File: config.mk
export PLATFORM = sky130hd
export DESIGN_NAME = spi_master_shift_engine
export DESIGN_NICKNAME = d
export VERILOG_FILES = /design/src/rtl/spi_rtl_pkg.sv /design/src/rtl/spi_sclk_gen.sv /design/src/rtl/spi_master_shift_engine.sv
export SDC_FILE = /design/constraint.sdc
export NUM_CORES = 1
export LEC_CHECK = 0
export CORE_ASPECT_RATIO = 1.5
export CORE_MARGIN = 2
export CORE_UTILIZATION = 49
export DETAILED_ROUTE_END_ITERATION = 6
export PLACE_DENSITY = 0.81
export SETUP_SLACK_MARGIN = 0.5
export SLEW_MARGIN = 20
export SYNTH_ARGS = -nofsm -noshare
export SYNTH_HDL_FRONTEND = slang
export SYNTH_SLANG_ARGS = --single-unit
export TNS_END_PERCENT = 100
File: constraint.sdc
create_clock -name pclk -period 2 [get_ports pclk]
set_input_delay 0.6 -clock pclk [delete_from_list [all_inputs] [get_ports pclk]]
set_output_delay 0.6 -clock pclk [all_outputs]
set_load 0.1 [all_outputs]
File: src/rtl/spi_rtl_pkg.sv
// Shared FSM state, mode type and default sizing for the SPI master serial engine.
// Pure declarations; no timing or flow-control behaviour of its own.
package spi_rtl_pkg;

    localparam int SPI_DATA_WIDTH_DEF    = 8;
    localparam int SPI_CLK_DIV_WIDTH_DEF = 8;

    typedef enum logic [1:0] {
        ST_IDLE     = 2'd0,
        ST_SETUP    = 2'd1,
        ST_TRANSFER = 2'd2,
        ST_HOLD     = 2'd3
    } spi_state_e;

    typedef struct packed {
        logic cpol;
        logic cpha;
    } spi_mode_t;

endpackage

File: src/rtl/spi_sclk_gen.sv
// SPI clock sequencer: one tick per H = clk_div+1 pclk cycles while active, sclk toggles on ticks 1..2*DATA_WIDTH.
// Strobes are decoded from registered counters in the tick cycle; sclk is registered. No backpressure.
module spi_sclk_gen #(
    parameter int DATA_WIDTH    = 8,
    parameter int CLK_DIV_WIDTH = 8
) (
    input  logic                     clk,
    input  logic                     rst,
    input  logic                     i_active,
    input  logic                     i_idle_cpol,
    input  logic                     i_cpol,
    input  logic [CLK_DIV_WIDTH-1:0] i_clk_div,
    output logic                     o_tick,
    output logic                     o_lead_stb,
    output logic                     o_trail_stb,
    output logic                     o_last_edge,
    output logic                     o_sclk
);

    localparam int EW = $clog2(2*DATA_WIDTH + 2);
    localparam logic [EW-1:0]            E_LAST  = EW'(2*DATA_WIDTH - 1);
    localparam logic [EW-1:0]            E_EDGES = EW'(2*DATA_WIDTH);
    localparam logic [EW-1:0]            E_ONE   = EW'(1);
    localparam logic [CLK_DIV_WIDTH-1:0] H_ONE   = CLK_DIV_WIDTH'(1);

    logic [CLK_DIV_WIDTH-1:0] r_hcnt;
    logic [EW-1:0]            r_ecnt;
    logic                     r_sclk;
    logic                     w_tick;
    logic                     w_edge;

    // Tick 1 ends SETUP and is edge 1; tick 2*DATA_WIDTH+1 ends HOLD.
    assign w_tick      = i_active && (r_hcnt == i_clk_div);
    assign w_edge      = w_tick && (r_ecnt < E_EDGES);
    assign o_tick      = w_tick;
    assign o_lead_stb  = w_edge && !r_ecnt[0];
    assign o_trail_stb = w_edge && r_ecnt[0];
    assign o_last_edge = w_tick && (r_ecnt == E_LAST);
    assign o_sclk      = r_sclk;

    always_ff @(posedge clk or posedge rst) begin
        if (rst) begin
            r_hcnt <= '0;
            r_ecnt <= '0;
            r_sclk <= 1'b0;
        end else if (!i_active) begin
            r_hcnt <= '0;
            r_ecnt <= '0;
            r_sclk <= i_idle_cpol;
        end else begin
            r_hcnt <= w_tick ? '0 : r_hcnt + H_ONE;
            if (w_tick) begin
                r_ecnt <= r_ecnt + E_ONE;
            end
            if (w_edge) begin
                r_sclk <= ~r_sclk;
            end else if (r_ecnt == '0) begin
                r_sclk <= i_cpol;
            end
        end
    end

endmodule

File: src/rtl/spi_master_shift_engine.sv
// SPI master engine: latches word+mode on start, shifts mosi0/captures miso0, pulses done with rx_data.
// cs falls 1 cycle after start, done at 1+(2*DATA_WIDTH+1)*H; start while busy is dropped, never queued.
module spi_master_shift_engine
    import spi_rtl_pkg::*;
#(
    parameter int DATA_WIDTH    = SPI_DATA_WIDTH_DEF,
    parameter int CLK_DIV_WIDTH = SPI_CLK_DIV_WIDTH_DEF
) (
    input  logic                     pclk,
    input  logic                     areset,
    input  logic                     start,
    input  logic                     cpol,
    input  logic                     cpha,
    input  logic                     lsb_first,
    input  logic [CLK_DIV_WIDTH-1:0] clk_div,
    input  logic [DATA_WIDTH-1:0]    tx_data,
    output logic [DATA_WIDTH-1:0]    rx_data,
    output logic                     busy,
    output logic                     done,
    output logic                     sclk,
    output logic                     cs,
    output logic                     mosi0,
    input  logic                     miso0
);

    spi_state_e               r_state;
    spi_mode_t                r_mode;
    logic                     r_lsb;
    logic [CLK_DIV_WIDTH-1:0] r_div;
    logic [DATA_WIDTH-1:0]    r_shift;
    logic [DATA_WIDTH-1:0]    r_rx;
    logic                     r_sbit;
    logic                     r_mosi;
    logic                     r_cs;
    logic                     r_busy;
    logic                     r_done;

    logic                     w_active;
    logic                     w_tick;
    logic                     w_lead;
    logic                     w_trail;
    logic                     w_last;
    logic                     w_sclk;
    logic                     w_rx_bit;
    logic                     w_out_bit;
    logic                     w_next_bit;
    logic                     w_first_bit;
    logic [DATA_WIDTH-1:0]    w_shifted;

    assign w_active = (r_state != ST_IDLE);

    spi_sclk_gen #(
        .DATA_WIDTH    (DATA_WIDTH),
        .CLK_DIV_WIDTH (CLK_DIV_WIDTH)
    ) u_sclk_gen (
        .clk         (pclk),
        .rst         (areset),
        .i_active    (w_active),
        .i_idle_cpol (cpol),
        .i_cpol      (r_mode.cpol),
        .i_clk_div   (r_div),
        .o_tick      (w_tick),
        .o_lead_stb  (w_lead),
        .o_trail_stb (w_trail),
        .o_last_edge (w_last),
        .o_sclk      (w_sclk)
    );

    // One shift register carries both directions: tx leaves one end while rx enters the other.
    assign w_rx_bit    = r_mode.cpha ? miso0 : r_sbit;
    assign w_shifted   = r_lsb ? {w_rx_bit, r_shift[DATA_WIDTH-1:1]}
                               : {r_shift[DATA_WIDTH-2:0], w_rx_bit};
    assign w_out_bit   = r_lsb ? r_shift[0] : r_shift[DATA_WIDTH-1];
    assign w_next_bit  = r_lsb ? r_shift[1] : r_shift[DATA_WIDTH-2];
    assign w_first_bit = lsb_first ? tx_data[0] : tx_data[DATA_WIDTH-1];

    always_ff @(posedge pclk or posedge areset) begin
        if (areset) begin
            r_state <= ST_IDLE;
            r_mode  <= '0;
            r_lsb   <= 1'b0;
            r_div   <= '0;
            r_shift <= '0;
            r_rx    <= '0;
            r_sbit  <= 1'b0;
            r_mosi  <= 1'b0;
            r_cs    <= 1'b1;
            r_busy  <= 1'b0;
            r_done  <= 1'b0;
        end else begin
            r_done <= 1'b0;
            case (r_state)
                ST_IDLE: begin
                    if (start) begin
                        r_mode.cpol <= cpol;
                        r_mode.cpha <= cpha;
                        r_lsb       <= lsb_first;
                        r_div       <= clk_div;
                        r_shift     <= tx_data;
                        if (!cpha) begin
                            r_mosi <= w_first_bit;
                        end
                        r_cs    <= 1'b0;
                        r_busy  <= 1'b1;
                        r_state <= ST_SETUP;
                    end
                end
                ST_SETUP: begin
                    if (w_tick) begin
                        r_state <= ST_TRANSFER;
                    end
                end
                ST_TRANSFER: begin
                    if (w_last) begin
                        r_state <= ST_HOLD;
                    end
                end
                ST_HOLD: begin
                    if (w_tick) begin
                        r_state <= ST_IDLE;
                        r_cs    <= 1'b1;
                        r_busy  <= 1'b0;
                        r_done  <= 1'b1;
                        r_rx    <= r_shift;
                    end
                end
                default: r_state <= ST_IDLE;
            endcase

            if (w_lead) begin
                if (r_mode.cpha) begin
                    r_mosi <= w_out_bit;
                end else begin
                    r_sbit <= miso0;
                end
            end
            // The final trailing edge only captures; mosi0 keeps the last bit.
            if (w_trail) begin
                r_shift <= w_shifted;
                if (!r_mode.cpha && !w_last) begin
                    r_mosi <= w_next_bit;
                end
            end
        end
    end

    assign rx_data = r_rx;
    assign busy    = r_busy;
    assign done    = r_done;
    assign sclk    = w_sclk;
    assign cs      = r_cs;
    assign mosi0   = r_mosi;

endmodule

==> impl_metrics.csv, run 1 <==
group,metric,value,unit
timing,fmax,0.4927,GHz
synth,synthArstFlopShare,1.000,
clock_tree,numCtsBuffers,5,
power,p_leak,1.743,nW
timing,period_share,1.015,
cells_and_area,fin_nets,321,
synth,ys.warnings.count,0,
clock_tree,cts-root-buf,"clkbuf_8",
floorplanning,die_area,5634,um2
synth,netlist_instances,212,
cells_and_area,area_growth,55.45,%
grt,grt_max_degree,49,
power,powerDensity,1553,nW/um2
cells_and_area,fill_cells,261,
synth,yosysTopAreaCellShare,0.4764,
clock_tree,clockBufferDepth,2,
placement,hpwl,4100,um
timing,drv_slew,0,
synth,synth_common_cells,"dfrtp_1, mux2_2, and3_1",
worst_hold_path,worstHoldPathType,"reg -> reg",
synth,synth_nets,244,
synth,yosys.area.top_type,"dfrtp_1",
cells_and_area,n_antenna_cell,0,
timing,min_period,2.030,ns
cells_and_area,multiInputGateArea,1514,um2
routing,routedWlPerCell,19.21,um
grt,grt_pass1_wl,10900,um
timing,hold_ws,0.5169,ns
routing,drcViolationCount,0,
floorplanning,pin_count,36,
routing,drt_iter0_markers,54,
run_status,status,"complete, but fails checks",
routing,drtPass1Iterations,4,
cells_and_area,post-route-util,0.7915,
clock_tree,clk_latency,0.31,ns
run_status,violations,"setup timing",
placement,post-place-ws,-0.02987,ns
routing,num_vias,2019,
synth,syn_avg_cell_area,11.64,um2
synth,ys_ff_latch,48,
worst_setup_path,criticalPathCategory,"reg -> reg",
synth,synth_most_common_cell,"dfrtp_1",
synth,ys_seq_area_frac,0.4871,
synth,ys_top_cells_by_area,"dfrtp_1, mux2_2, ha_1",
placement,port-buffer-count,35,
worst_setup_path,worstPathArrival,2.24,ns
routing,drt_wl_total,6840,um
clock_tree,cts_sinks,48,
timing,grt_setup_unrepaired,"yes",
synth,synth-edff-count,0,
grt,gr-usage-all-layers,0.2609,
floorplanning,rows,31,
floorplanning,chipWidth,61.96,um
floorplanning,die-height,90.93,um
timing,setup_ws,-0.02958,ns
timing,hold_violations,0,
grt,grt_overflow,0,
clock_tree,path_clk_slew,0.10,ns
clock_tree,cts-hold-fix-buffers,0,
clock_tree,htreeDepth,2,
cells_and_area,drive_gt1_frac,0.4655,
worst_setup_path,cp.required,2.21,ns
flow_run,maxCapViolations,0,
routing,viasPerCell,5.671,
grt,antenna_found_initial,0,
worst_setup_path,cp_max_fo,3,
timing,setup_viol_count_final,1,
timing,slew-limit-headroom,0.6759,
clock_tree,tritoncts,"built",
power,peakVddDrop,0.8353,mV
grt,grt_pass1_vias,2197,
synth,syn-cell-area,2469,um2
worst_setup_path,cp-end-kind,"flip-flop",
floorplanning,initial_core_util,0.5092,
routing,ant_nets,0,
placement,gp_congestion,0.8168,
timing,skew,0.01201,ns
timing,worst_pin_slew,0.4862,ns
synth,synth_ff_type,"dfrtp_1",
synth,ys_types,36,
cells_and_area,seq_area,1207,um2
worst_setup_path,cp-start-kind,"flip-flop",
floorplanning,core,4848,um2
[logic make-up after synthesis]
family | count (synthesis) | share of synthesized area
XOR/XNOR | 16 | 0.06893
AO/OA/AOI/OAI | 29 | 0.08464
multiplexers | 35 | 0.1576
AND/OR/NAND/NOR | 57 | 0.1282
buffers and inverters | 18 | 0.02787
flip-flops | 48 | 0.4871
adder cells (fa/ha/maj) | 9 | 0.04562
[worst paths after layout]
path | start | endpoint | slack, ns | cells after the start
max | r_state[1] | r_sbit | -0.03 | 7
min | cs | cs | 0.52 | 2
max reg2reg | r_state[1] | r_sbit | -0.03 | 7
min reg2reg | cs | cs | 0.52 | 2
max in group asynchronous | areset | cs | 1.04 | 3
min in group asynchronous | areset | rx_data[7] | 0.67 | 3
[placed cells by master (no fill, tap or decap), types with 4 or more instances in the layout]
master	synthesis	final
xnor2_1	8	6
mux2i_1	4	4
a221o_1	6	6
buf_4	0	29
and3_1	12	12
nor2_1	10	9
mux2_4	0	21
nor3_1	9	7
dfrtp_2	0	4
nand2_1	10	8
buf_6	0	9
xnor2_2	4	6
clkdlybuf4s50_1	0	21
mux2_2	30	10
inv_1	10	5
nand3_1	5	4
clkbuf_8	0	6
a21oi_1	7	6
ha_1	9	6
buf_12	0	15
dfrtp_1	47	43
xor2_1	4	4
[routing by layer]
| metal | GRT usage | up-vias | part of all wire |
|---|---|---|---|
| li1 | - | 925 | - |
| met1 | 0.2904 | 1006 | 0.36 |
| met2 | 0.4549 | 69 | 0.57 |
| met3 | 0.04986 | 19 | 0.036 |
| met4 | 0.1135 | 0 | 0.029 |
| met5 | 0 | - | 0 |
[worst max-delay path, cell delays in order, from the launching register on]
cell	delay, ns
dfrtp_1	0.39
inv_2	0.08
ha_4	0.19
inv_4	0.08
nand3_4	0.07
or3_4	0.40
or4_4	0.42
mux2_4	0.31
[repair_timing]
| action | 4_1_cts | 5_1_grt |
|---|---|---|
| cloned | 1 | 0 |
| buffers inserted | 13 | 8 |
| setup endpoints to repair | 60 | 61 |
| gates resized for setup | 46 | 21 |
| pin swaps | 15 | 12 |
[layout make-up]
| cell class | count | share of cell area |
|---|---|---|
| multi-input combinational | 147 | 0.3945 |
| sequential | 48 | 0.3146 |
| timing repair buffer | 77 | 0.2263 |
| clock buffer | 6 | 0.02152 |
| tap | 66 | 0.02152 |
| inverter | 10 | 0.01141 |
| clock inverter | 2 | 0.01011 |
[power breakdown]
| group | switching, mW | leakage [nW] | internal (mW) |
|---|---|---|---|
| Combinational | 1.74 | 1.09 | 1.67 |
| Sequential | 0.447 | 0.587 | 1.34 |
| Clock | 0.354 | 0.0614 | 0.409 |
| Total | 2.54 | 1.74 | 3.42 |
[registers in the layout, indices dropped and copies added, names as in the netlist]
signal             count
rx_data                8
r_lsb                  1
r_sbit                 1
busy                   1
r_shift                8
mosi0                  1
done                   1
r_mode                 2
cs                     1
u_sclk_gen.r_ecnt      5
r_state                2
u_sclk_gen.o_sclk      1
r_div                  8
u_sclk_gen.r_hcnt      8
[through the flow]
step | cell area (um2) | setup TNS [ns] | cells | total power, mW
final | 3837 | -0.02958 | 356 | 5.958
after global routing | 3837 | -0.1383 | 356 | 6.260
after CTS | 3671 | -0.004974 | 348 | 5.614
after detailed placement | 3249 | -0.1603 | 326 | 4.426
after global placement | 3249 | 0 | 326 | 4.330
after floorplan | 2579 | -0.1111 | 212 | 3.544
No activity file was read; power rests on OpenSTA's default activity.
==> inputs of run 2 (changes only) <==
--- a/config.mk
+++ b/config.mk
@@ -9,6 +9,7 @@
 export CORE_MARGIN = 2
 export CORE_UTILIZATION = 49
 export DETAILED_ROUTE_END_ITERATION = 6
+export GPL_ROUTABILITY_DRIVEN = 0
 export PLACE_DENSITY = 0.81
 export SETUP_SLACK_MARGIN = 0.5
 export SLEW_MARGIN = 20
==> results of run 2 <==
No change in the layout: final DEF, timing and power equal those of run 1.
==> RTL change, RTL diff (config.mk and constraints of run 1) <==
Change the package constant `SPI_DATA_WIDTH_DEF` from 8 to 16.
--- a/src/rtl/spi_rtl_pkg.sv
+++ b/src/rtl/spi_rtl_pkg.sv
@@ -4,3 +4,3 @@
 
-    localparam int SPI_DATA_WIDTH_DEF    = 8;
+    localparam int SPI_DATA_WIDTH_DEF    = 16;
     localparam int SPI_CLK_DIV_WIDTH_DEF = 8;
Interface: changed (resized rx_data and tx_data); port bits go from 36 to 52. No check against the original RTL was run, so the function may have changed too.
==> RTL change against run 1 <==
Sequential cell count increased by 17; critical endpoint is now r_shift[5]; total power increased by 23%; sequential power increased by 25%; first-iteration DRC count increased to 4.1 times the old value; area after synthesis increased by 34%; clock skew decreased by 4.1 ps; worst setup slack improved by 78 ps; final cell count increased by 26%; wire length increased by 21%; cell area increased by 26%; worst hold slack got worse by 15 ps; critical path depth decreased by 1; critical path type unchanged.
==> RTL change: results (changes against run 1) <==
----------------------------------------------------
[Floorplanning]
  Die ar. ... 0.00741 mm^2 (+32%)

[Route]
  Post-route met1 wirelength ... 3250 um (+32%)
  Detailed Route Iter0 Violations ... 224 (+310%)
  DR WL met3 ... 432 um (+76%)
  Wire length after detailed routing ... 8300 um (+21%)
  Via-to-Cell Ratio ... 6.01 (+6.0%)
  Detail Route met2 WL ... 4330 um (+10%)

[Outcome]
  Status ... completed

[GRT]
  Overall global routing resource usage ... 21.8% (-4.3 points)
  Wire length of the first global-routing pass ... 12800 um (+17%)
  Global routing usage on met3 ... 4.07% (-0.92 points)
  Met2 global-route usage ... 36.8% (-8.7 points)
  Pin count of the biggest net entering global routing ... 66 (+35%)
  Met1 track utilization from global routing ... 26.4% (-2.7 points)

[Place]
  Placed insts ... 406 (+25%)
  Final HPWL DP ... 5060 um (+23%)
  Final weighted congestion of routability-driven global placement ... 0.839 (+2.7%)
  Count of input and output buffers ... 51 (+46%)

[CTS]
  Worst-path clk slew ... 80 ps (-20 ps)
  Clock latency of the later-clocked register in the worst-skew pair ... 350 ps (+40 ps)
  Number of CTS-inserted buffers ... 9 (+4)
  Clock H-tree levels ... 3 (+1)

[STA]
  Final hold slack ... 501 ps (-15.5 ps)
  Actual transition at the worst max-transition pin ... 423 ps (-63.3 ps)
  Fin Clk Skew ... 7.93 ps (-4.08 ps)
  Upper clock frequency limit ... 0.512 GHz (+4.0%)

[Cells and area]
  Fillers ... 385 (+48%)
  Non-clock buffer count in the final layout ... 92 (+19%)
  Fraction of area in multi-input gates ... 35.9% (-3.6 points)
  Multi-input combinational gate total ... 189 (+29%)
  Clock-cell share ... 4.72% (+1.6 points)
  Final Core Density ... 74.7% (-4.4 points)

[Synth]
  List of most frequent post-synthesis cells ... dfrtp_1, mux2_2, and3_1, nor2_1, xor2_1
  Post-Syn Nets ... 318 (+30%)
  Yosys top cell area share ... 48.6% (+0.95 points)
  Synth top area cells ... dfrtp_1, mux2_2, xor2_1, a221o_1, and3_1
  Number of distinct library cell variants in the gate-level netlist after synthesis ... 43 (+19%)
  Post-Synthesis Mean Instance Area ... 11.8 um^2 (+1.4%)

[Worst setup path]
  Worst-path cell with the longest stage delay ... dfrtp_2
  Setup slack on the worst flop-to-flop path ... 50 ps (+80 ps)
  Largest stage delay, worst path ... 450 ps (+30 ps)

[Pwr]
  Peak ir drop on the vdd network ... 1.06 mV (+26%)
  Static Leak ... 2.22 nW (+27%)
  Switching share of power ... 40.6% (-2.1 points)
  Cell internal pwr ... 0.00435 W (+27%)
  Combinational share of power ... 52.1% (-5.2 points)

----------------------------------------------------
## RTL change: changes by cell type in the layout (fill, tap and decap cells not counted), sizes merged, moves of 8 or more
cell           delta
dfrtp            +17
nand2             -8
mux2             +12
nor3              -8
xnor2            -10
and3              +8
nor2              +9
clkdlybuf4s50     +8
xor2             +13
a221o             +8
## RTL change: final timing paths
kind / startpoint / end / cells past startpoint
max: u_sclk_gen.r_hcnt[3] / r_shift[5] / 6
min: r_mode[1] / r_mode[1] / 2
max reg2reg: u_sclk_gen.r_hcnt[3] / r_shift[5] / 6
min reg2reg: r_mode[1] / r_mode[1] / 2
max in group asynchronous: areset / cs / 3
min in group asynchronous: areset / r_div[4] / 3
## RTL change: logic make-up (layout without fill, tap and decap cells)
logic type | after synthesis | after routing | share of synthesized area [%]
simple gates | 72 | 72 | 13.4
xor+xnor | 19 | 19 | 5.05
mux | 46 | 46 | 15.6
buf+inv | 26 | 118 | 3.80
fa+ha+maj | 8 | 8 | 3.04
flops | 65 | 65 | 49.4
compound gates | 43 | 44 | 9.76
